<file path="src/rtl/anton_neopixel_pixel_buffer_if.sv">
// APB3 slave bus bundle for the NeoPixel pixel buffer.
// The master drives address/control/data; the slave returns read data, ready and error.
interface anton_neopixel_pixel_buffer_if;
  logic [7:0] APB_PADDR;
  logic       APB_PSELx;
  logic       APB_PENABLE;
  logic       APB_PWRITE;
  logic [7:0] APB_PWDATA;
  logic [7:0] APB_PRDATA;
  logic       APB_PREADY;
  logic       APB_PSLVERR;

  modport master (
    output APB_PADDR, APB_PSELx, APB_PENABLE, APB_PWRITE, APB_PWDATA,
    input  APB_PRDATA, APB_PREADY, APB_PSLVERR
  );

  modport slave (
    input  APB_PADDR, APB_PSELx, APB_PENABLE, APB_PWRITE, APB_PWDATA,
    output APB_PRDATA, APB_PREADY, APB_PSLVERR
  );
endinterface

</file>
<file path="src/rtl/anton_neopixel_pixel_buffer.sv">
// APB-writable RGB332 pixel store feeding the NeoPixel serialiser, with frame-aligned bank swap.
// Define ANTON_NEOPIXEL_DOUBLE_BUFFER_EN for two banks and the swap FSM; otherwise a single bank.
module anton_neopixel_pixel_buffer #(
  parameter int PIXELS_MAX  = 5,
  parameter int PIXELS_BITS = 3
) (
  input  logic                       CLK_10MHZ,
  input  logic                       RESET,
  anton_neopixel_pixel_buffer_if.slave apb,
  input  logic [PIXELS_BITS-1:0]     PIX_IDX,
  output logic [7:0]                 PIX_DATA,
  input  logic                       FRAME_DONE,
  output logic                       TX_EN
);
  localparam int DEPTH = 1 << PIXELS_BITS;
`ifdef ANTON_NEOPIXEL_DOUBLE_BUFFER_EN
  localparam int NBANKS = 2;
`else
  localparam int NBANKS = 1;
`endif
  localparam logic [7:0]           MAX_A = PIXELS_MAX[7:0];
  localparam logic [PIXELS_BITS:0] MAX_P = PIXELS_MAX[PIXELS_BITS:0];

  logic                   access, wr_acc, rd_acc;
  logic                   pix_ok, is_ctrl, is_stat, wr_err, rd_err;
  logic [PIXELS_BITS-1:0] apb_idx;
  logic                   run_q;
  logic                   rd_ready_q, rd_err_q;
  logic [7:0]             rd_data_q, rd_val;
  logic [PIXELS_BITS-1:0] pix_idx_q;
  logic [7:0]             pix_data_q;
  logic                   front, pending, wr_bank;
  logic [NBANKS-1:0][7:0] pix_rd_bank, apb_rd_bank;

  assign access  = apb.APB_PSELx & apb.APB_PENABLE;
  assign wr_acc  = access & apb.APB_PWRITE;
  // rd_ready_q gates the second read access cycle so the read fires exactly once
  assign rd_acc  = access & ~apb.APB_PWRITE & ~rd_ready_q;
  assign pix_ok  = ~apb.APB_PADDR[7] & ({1'b0, apb.APB_PADDR[6:0]} < MAX_A);
  assign is_ctrl = (apb.APB_PADDR == 8'h80);
  assign is_stat = (apb.APB_PADDR == 8'h81);
  assign wr_err  = ~(pix_ok | is_ctrl);
  assign rd_err  = ~(pix_ok | is_ctrl | is_stat);
  assign apb_idx = apb.APB_PADDR[PIXELS_BITS-1:0];
  assign wr_bank = ~front & (NBANKS > 1);

`ifdef ANTON_NEOPIXEL_DOUBLE_BUFFER_EN
  typedef enum logic {S_IDLE, S_PENDING} state_e;
  state_e state_q, state_d;
  logic   front_q, front_d, swap_req, swap_fire;

  assign swap_req = wr_acc & is_ctrl & apb.APB_PWDATA[1];

  always_ff @(posedge CLK_10MHZ or posedge RESET) begin
    if (RESET) begin
      state_q <= S_IDLE;
      front_q <= 1'b0;
    end else begin
      state_q <= state_d;
      front_q <= front_d;
    end
  end

  // A FRAME_DONE coinciding with the request is ignored: IDLE only looks at swap_req
  always_comb begin
    state_d = state_q;
    case (state_q)
      S_IDLE:    if (swap_req) state_d = S_PENDING;
      S_PENDING: if (FRAME_DONE || !run_q) state_d = S_IDLE;
      default:   state_d = S_IDLE;
    endcase
  end

  always_comb begin
    swap_fire = (state_q == S_PENDING) & (FRAME_DONE | ~run_q);
    front_d   = front_q ^ swap_fire;
    pending   = (state_q == S_PENDING);
    front     = front_q;
  end
`else
  logic unused_frame_done;
  assign unused_frame_done = FRAME_DONE;
  assign front   = 1'b0;
  assign pending = 1'b0;
`endif

  for (genvar gi = 0; gi < NBANKS; gi++) begin : g_bank
    logic [7:0] mem_q [DEPTH];
    always_ff @(posedge CLK_10MHZ) begin
      if (wr_acc && pix_ok && (wr_bank == 1'(gi)))
        mem_q[apb_idx] <= apb.APB_PWDATA;
    end
    assign pix_rd_bank[gi] = mem_q[pix_idx_q];
    assign apb_rd_bank[gi] = mem_q[apb_idx];
  end

  always_comb begin
    rd_val = 8'h00;
    if (pix_ok)       rd_val = apb_rd_bank[wr_bank];
    else if (is_ctrl) rd_val = {7'b0, run_q};
    else if (is_stat) rd_val = {6'b0, front, pending};
  end

  always_ff @(posedge CLK_10MHZ or posedge RESET) begin
    if (RESET) begin
      run_q      <= 1'b0;
      rd_ready_q <= 1'b0;
      rd_err_q   <= 1'b0;
      rd_data_q  <= 8'h00;
      pix_idx_q  <= '0;
      pix_data_q <= 8'h00;
    end else begin
      if (wr_acc && is_ctrl) run_q <= apb.APB_PWDATA[0];
      rd_ready_q <= rd_acc;
      if (rd_acc) begin
        rd_data_q <= rd_val;
        rd_err_q  <= rd_err;
      end
      pix_idx_q  <= PIX_IDX;
      pix_data_q <= ({1'b0, pix_idx_q} < MAX_P) ? pix_rd_bank[front] : 8'h00;
    end
  end

  // Write responses are combinational (zero wait state) and must vanish during reset
  assign apb.APB_PREADY  = rd_ready_q | (wr_acc & ~RESET);
  assign apb.APB_PRDATA  = rd_ready_q ? rd_data_q : 8'h00;
  assign apb.APB_PSLVERR = rd_ready_q ? rd_err_q : (wr_acc & ~RESET & wr_err);
  assign PIX_DATA        = pix_data_q;
  assign TX_EN           = run_q;
endmodule

</file>
<file path="src/flat_wrapper.sv">
// flat-port wrapper written by rule: the top's interface ports become plain ports
module anton_neopixel_pixel_buffer_flat 
#(
  parameter int PIXELS_MAX  = 5,
  parameter int PIXELS_BITS = 3
)
  (CLK_10MHZ, RESET, PIX_IDX, PIX_DATA, FRAME_DONE, TX_EN, apb_APB_PADDR, apb_APB_PSELx, apb_APB_PENABLE, apb_APB_PWRITE, apb_APB_PWDATA, apb_APB_PRDATA, apb_APB_PREADY, apb_APB_PSLVERR);
  anton_neopixel_pixel_buffer_if apb_i ();
  input  logic CLK_10MHZ;
  input  logic RESET;
  input  logic [PIXELS_BITS-1:0] PIX_IDX;
  output logic [7:0] PIX_DATA;
  input  logic FRAME_DONE;
  output logic TX_EN;
  input wire logic [$bits(apb_i.APB_PADDR)-1:0] apb_APB_PADDR;
  input wire logic [$bits(apb_i.APB_PSELx)-1:0] apb_APB_PSELx;
  input wire logic [$bits(apb_i.APB_PENABLE)-1:0] apb_APB_PENABLE;
  input wire logic [$bits(apb_i.APB_PWRITE)-1:0] apb_APB_PWRITE;
  input wire logic [$bits(apb_i.APB_PWDATA)-1:0] apb_APB_PWDATA;
  output wire logic [$bits(apb_i.APB_PRDATA)-1:0] apb_APB_PRDATA;
  output wire logic [$bits(apb_i.APB_PREADY)-1:0] apb_APB_PREADY;
  output wire logic [$bits(apb_i.APB_PSLVERR)-1:0] apb_APB_PSLVERR;
  assign apb_i.APB_PADDR = apb_APB_PADDR;
  assign apb_i.APB_PSELx = apb_APB_PSELx;
  assign apb_i.APB_PENABLE = apb_APB_PENABLE;
  assign apb_i.APB_PWRITE = apb_APB_PWRITE;
  assign apb_i.APB_PWDATA = apb_APB_PWDATA;
  assign apb_APB_PRDATA = apb_i.APB_PRDATA;
  assign apb_APB_PREADY = apb_i.APB_PREADY;
  assign apb_APB_PSLVERR = apb_i.APB_PSLVERR;
  anton_neopixel_pixel_buffer #(.PIXELS_MAX(PIXELS_MAX), .PIXELS_BITS(PIXELS_BITS)) u_core (.CLK_10MHZ(CLK_10MHZ), .RESET(RESET), .apb(apb_i), .PIX_IDX(PIX_IDX), .PIX_DATA(PIX_DATA), .FRAME_DONE(FRAME_DONE), .TX_EN(TX_EN));
endmodule
</file>
<file path="config.mk">
export PLATFORM = sky130hd
export DESIGN_NAME = anton_neopixel_pixel_buffer_flat
export DESIGN_NICKNAME = d
export VERILOG_FILES = /design/src/rtl/anton_neopixel_pixel_buffer_if.sv /design/src/rtl/anton_neopixel_pixel_buffer.sv /design/src/flat_wrapper.sv
export SDC_FILE = /design/constraint.sdc
export NUM_CORES = 1
export LEC_CHECK = 0
export CAP_MARGIN = 25
export CORE_ASPECT_RATIO = 0.9
export CORE_MARGIN = 2
export CORE_UTILIZATION = 50
export CTS_BUF_LIST = sky130_fd_sc_hd__clkbuf_2
export CTS_CLUSTER_SIZE = 14
export DETAILED_ROUTE_END_ITERATION = 6
export DONT_BUFFER_PORTS = 1
export PLACE_DENSITY = 0.73
export SLEW_MARGIN = 5
export SYNTH_ARGS = -nofsm -noshare
export SYNTH_HDL_FRONTEND = slang
export SYNTH_SLANG_ARGS = --single-unit
export TNS_END_PERCENT = 10
</file>
<file path="constraint.sdc">
create_clock -name CLK_10MHZ -period 1.9 [get_ports CLK_10MHZ]
set_input_delay 0.38 -clock CLK_10MHZ [delete_from_list [all_inputs] [get_ports CLK_10MHZ]]
set_output_delay 0.38 -clock CLK_10MHZ [all_outputs]
set_load 0.05 [all_outputs]
</file>
# After elaboration in Yosys (flattened, before gate mapping)
# Memories as Yosys holds them, arrays and structs flattened.
# Index checks and enable logic that the tools add are counted.
[classes]
magnitude_cmp = 2
n_eq_ne = 2
n_mux = 7
bitwise = 16
reduce_logical = 2
[ops]
columns = ["op", "n"]
rows = [
  ["8-bit two-way mux", 3],
  ["8-bit == test, second input constant", 2],
  ["1-bit bitwise AND", 7],
  ["7-bit by 3-bit < comparator with 1-bit output, second input constant", 1],
  ["1-bit inverter", 6],
  ["1-bit two-way mux", 4],
  ["3-bit < comparator, second input constant", 1],
  ["1-bit OR", 3],
  ["1-bit logical AND", 2],
]
[totals]
ff_bits = 22
ramBits = 64
input_bits = 25
out_inout_bits = 19
n_memories = 1
[memory_table]
columns = ["memory", "depth", "word_bits", "read_ports", "rd_ports_with_merged_regs", "wr", "line", "source"]
rows = [
  ["u_core.g_bank[0].mem_q", 8, 8, 2, 0, 1, "anton_neopixel_pixel_buffer.sv:88", "logic [7:0] mem_q [DEPTH];"],
]

# Logic depth before layout (Yosys ltp)
[logic_depth]
ltp_word = 6
ltp_mapped = 7
mapped_depth_nobuf = 5

# Least setup slack after synthesis
# Ideal clock, no wire load.
[synth_timing]
path_kind = "input to output"
start = "input port apb_APB_PADDR[0]"
end = "output port apb_APB_PSLVERR"
t_arrival_ns = 2.712
required_time_ns = 1.520
setup_slack_ns = -1.192
path_stages = 7
n_path_buf = 3
cell_sequence = "buf_6 -> buf_8 -> clkbuf_1 -> o22ai_1 -> nand2_1 -> a21oi_1 -> o41ai_1"
[synth_between]
elab_chain_cells = 6
word_cells_on_any_way = 7
[synth_lines]
columns = ["item", "line", "source"]
rows = [
  ["start, declared", "flat_wrapper.sv:15", "input wire logic [$bits(apb_i.APB_PADDR)-1:0] apb_APB_PADDR;"],
  ["7-bit by 3-bit < comparator with 1-bit output", "anton_neopixel_pixel_buffer.sv:39", "assign pix_ok = ~apb.APB_PADDR[7] & ({1'b0, apb.APB_PADDR[6:0]} < MAX_A);"],
  ["1-bit bitwise AND", "anton_neopixel_pixel_buffer.sv:39", ""],
  ["1-bit OR *", "anton_neopixel_pixel_buffer.sv:42", "assign wr_err = ~(pix_ok | is_ctrl);"],
  ["1-bit inverter *", "anton_neopixel_pixel_buffer.sv:42", ""],
  ["1-bit bitwise AND *", "anton_neopixel_pixel_buffer.sv:127", "assign apb.APB_PSLVERR = rd_ready_q ? rd_err_q : (wr_acc & ~RESET & wr_err);"],
  ["1-bit two-way mux *", "anton_neopixel_pixel_buffer.sv:127", ""],
  ["end, declared", "flat_wrapper.sv:22", "output wire logic [$bits(apb_i.APB_PSLVERR)-1:0] apb_APB_PSLVERR;"],
]
# Mark *: on every way between the ends. The rest lies on a longest branch, timed or not.

# Final worst setup path
[layout_timing]
start = "register u_core.rd_ready_q"
end = "output port apb_APB_PREADY"
[layout_between]
elab_chain_cells = 1
[layout_lines]
columns = ["item", "line", "source"]
rows = [
  ["start, declared", "anton_neopixel_pixel_buffer.sv:28", "logic rd_ready_q, rd_err_q;"],
  ["start signal, assigned", "anton_neopixel_pixel_buffer.sv:114", "rd_ready_q <= rd_acc;"],
  ["1-bit OR", "anton_neopixel_pixel_buffer.sv:125", "assign apb.APB_PREADY = rd_ready_q | (wr_acc & ~RESET);"],
  ["end, declared", "flat_wrapper.sv:21", "output wire logic [$bits(apb_i.APB_PREADY)-1:0] apb_APB_PREADY;"],
]
# No other way between the ends.

==> flow_metrics.env <==
export IMPL_status="finished clean"
export IMPL_holdCritStartpoint="apb_APB_PENABLE"
export IMPL_synth_area_leaders="edfxtp_1 (51%), dfrtp_1 (16%), mux4_1 (6.0%)"
export IMPL_ys_flop_type="edfxtp_1"
export IMPL_placed_area_um2=3775
export IMPL_cts_root_buf="clkbuf_2"
export IMPL_r2r_slack_ns=0.26
export IMPL_die_area_um2=7638
export IMPL_grtUsageTotal_pct=18.87
export IMPL_met3WireLength_um=499
export IMPL_post_route_cell_area_um2=4053
export IMPL_wl_per_cell_um=18.25
export IMPL_multi_input_area_um2=1176
export IMPL_ys_seq_area_share_pct=66.79
export IMPL_synth_top_area_share_pct=50.95
export IMPL_routed_wl_um=6716
export IMPL_port_buffers=0
export IMPL_clockBufferDepth=2
export IMPL_seq_area_um2=2323
export IMPL_slowest_delay_ns=0.51
export IMPL_worstSetupPathType="reg -> out"
export IMPL_yosys_warnings=0
export IMPL_syn_area_um2=3477
export IMPL_finish_utilization_pct=60.88
export IMPL_cp_required_ns=1.52
export IMPL_area_delta_synth_final_pct=16.55
export IMPL_drv_slew=0
export IMPL_yosysUniqueCellTypes=39
export IMPL_clk_pin_slew_ns=0.20
export IMPL_ios=44
export IMPL_grt_pass1_vias=2059
export IMPL_n_antenna_cell=0
export IMPL_whs_path_depth=2
export IMPL_end_kind="output pin"
export IMPL_numCtsBuffers=9
export IMPL_syn_area_per_cell_um2=15.59
export IMPL_netlist_top_cells_count="edfxtp_1 (59), dfrtp_1 (22), mux2i_1 (20), nor2_1 (14), o22ai_1 (13)"
export IMPL_period_share_pct=96.70
export IMPL_worstPathArrival_ns=1.46
export IMPL_global_route_overflow_total=0
export IMPL_dr_max_layer_used="met4"
export IMPL_antenna_found_initial=0
export IMPL_drv_cap=0
export IMPL_reg2reg_depth=3
export IMPL_cellPowerDensity_nw_per_um2=762.2
export IMPL_drt_pass1_iter_count=4
export IMPL_vdd_drop_max_uv=416.0
export IMPL_vias=2085
export IMPL_dp_hpwl_um=4566
export IMPL_drive_gt1_share_pct=22.30
export IMPL_synth_seq_cells=81
export IMPL_cp_depth=3
export IMPL_synth_edff_count=59
export IMPL_setup_viol=0
export IMPL_r2r_start="u_core.g_bank[0].mem_q[1][0]"
export IMPL_min_to="u_core.rd_ready_q"
export IMPL_cp_start_kind="register"
export IMPL_cp_max_fo=5
export IMPL_die_y_um=83.11
export IMPL_met2_wirelength_um=3245
export IMPL_synth_async_reset_ratio_pct=27.16
export IMPL_gp_congestion=0.8249
export IMPL_path_buf_inv=2
export IMPL_fp_row_count=28
export IMPL_drt_iter0_markers=125
export IMPL_htree_levels=3
export IMPL_cts_sinks=81
export IMPL_grt_pass1_wl_um=10830
export IMPL_core_area_um2=6656
export IMPL_start_util_pct=52.24
export IMPL_worstHoldPathType="in -> reg"
export IMPL_crit_chain="buf_6 -> o21bai_1 -> buf_4"
export IMPL_reg2reg_to="u_core.rd_data_q[0]"
export IMPL_max_clock_freq_mhz=544.3
export IMPL_hold_viol=0
export IMPL_path_delay_family="flip-flops"
export IMPL_synth_most_common_cell="edfxtp_1"
export IMPL_rsz0062_at_grt="true"
export IMPL_cp_slowest_cell="dfrtp_2"
export IMPL_fill_cells=498
export IMPL_die_w_um=91.90
export IMPL_fin_skew_ns=0.01913
export IMPL_antenna_left=0
export IMPL_synth_largest_area_cell="edfxtp_1"
export IMPL_cts_tree="done"
export IMPL_insertion_delay_ns=0.49
export IMPL_leakage_nw=1.584
export IMPL_syn_inst=223
export IMPL_grt_max_degree=27
export IMPL_drt_met1_wl_um=2901
export IMPL_period_minus_slack_ns=1.837
export IMPL_drt_drc_violations_left=0
export IMPL_vias_per_cell=5.666
export IMPL_fin_nets=298
-- area by class of cell --
type / count / share of cell area, %
Sequential cell: 81 / 57.33
Multi-Input combinational cell: 142 / 29.02
Timing Repair Buffer: 36 / 7.904
Tap cell: 90 / 2.779
Clock inverter: 6 / 1.451
Clock buffer: 10 / 1.235
Inverter: 3 / 0.2779
-- worst register-to-register path: cells and delay by family, from the launching register on --
family,cells,cell delay (ns)
compound gates,1,0.32
flops,1,0.44
mux,2,0.80
-- worst max-delay path by stage --
| stage | slack (ns) | end | from |
|---|---|---|---|
| finish | 0.06 | apb_APB_PREADY | u_core.rd_ready_q |
| global route | -0.02 | apb_APB_PREADY | u_core.rd_ready_q |
| CTS | 0.002 | apb_APB_PSLVERR | u_core.rd_ready_q |
| detailed placement | 0.04 | u_core.g_bank[0].mem_q[2][5] | apb_APB_PADDR[5] |
| global placement | 0.08 | u_core.g_bank[0].mem_q[1][5] | apb_APB_PADDR[5] |
| floorplan | -0.14 | apb_APB_PSLVERR | apb_APB_PADDR[0] |
-- sequential cells by signal, indices dropped and copies added (netlist names) --
name                 count
u_core.TX_EN             1
u_core.PIX_DATA          8
u_core.pix_idx_q         3
u_core.rd_data_q         8
u_core.rd_ready_q        1
u_core.rd_err_q          1
u_core.g_bank.mem_q     59
-- cell families (layout without fill, tap and decap cells) --
logic type,count (synthesis),count (layout),synth area share [%]
compound gates,42,42,8.169
other cells,1,19,0.1078
mux,38,38,15.69
flops,81,81,66.79
simple gates,43,43,6.622
buf+inv,18,55,2.627
-- per-layer routing --
layer | vias to the layer above | GRT usage (%)
met1 | 1030 | 25.72
met2 | 85 | 29.81
met5 | - | 0
met4 | 0 | 6.377
li1 | 961 | -
met3 | 9 | 4.900
-- what timing repair did --
| item | CTS | global route |
|---|---|---|
| hold buffers | 12 | 0 |
| setup buffers | 2 | 0 |
| resized for setup | 8 | 4 |
| endpoints found under the hold margin | 85 | 0 |
| pin swaps | 1 | 0 |
| endpoints found under the setup margin | 9 | 3 |
-- report_power, final --
group	leakage [nW]	switching (mW)	internal, mW
logic	0.689	0.115	0.115
registers	0.828	0.0618	1.95
clock network	0.0670	0.541	0.301
total	1.58	0.719	2.37
-- placed cells by master (no fill, tap or decap), types with 3 or more instances in the layout --
cell / n
a21oi_1: 7
o21ai_0: 4
dlygate4sd3_1: 12
mux4_1: 8
nand2_1: 3
buf_4: 21
conb_1: 19
o21a_1: 3
a22o_1: 6
mux2_2: 8
and2_2: 8
mux2i_1: 20
nor2_1: 14
inv_1: 3
clkbuf_2: 10
o22ai_1: 13
nand2b_1: 3
edfxtp_1: 59
dfrtp_1: 21
-- metrics by stage --
step	setup TNS, ns	hold WS (ns)	instances	worst slack [ns]	power [mW]
6_report	0	0.06150	368	0.06271	3.089
3_5_place_dp	0	0.3296	338	0.04016	2.243
2_1_floorplan	-2.855	0.3692	241	-0.1421	2.220
3_3_place_gp	0	0.3292	338	0.08353	2.239
4_1_cts	0	0.02134	368	0.002481	3.108
5_1_grt	-0.02861	0.02660	368	-0.02426	3.214
Power figures use the tool's default switching activity.
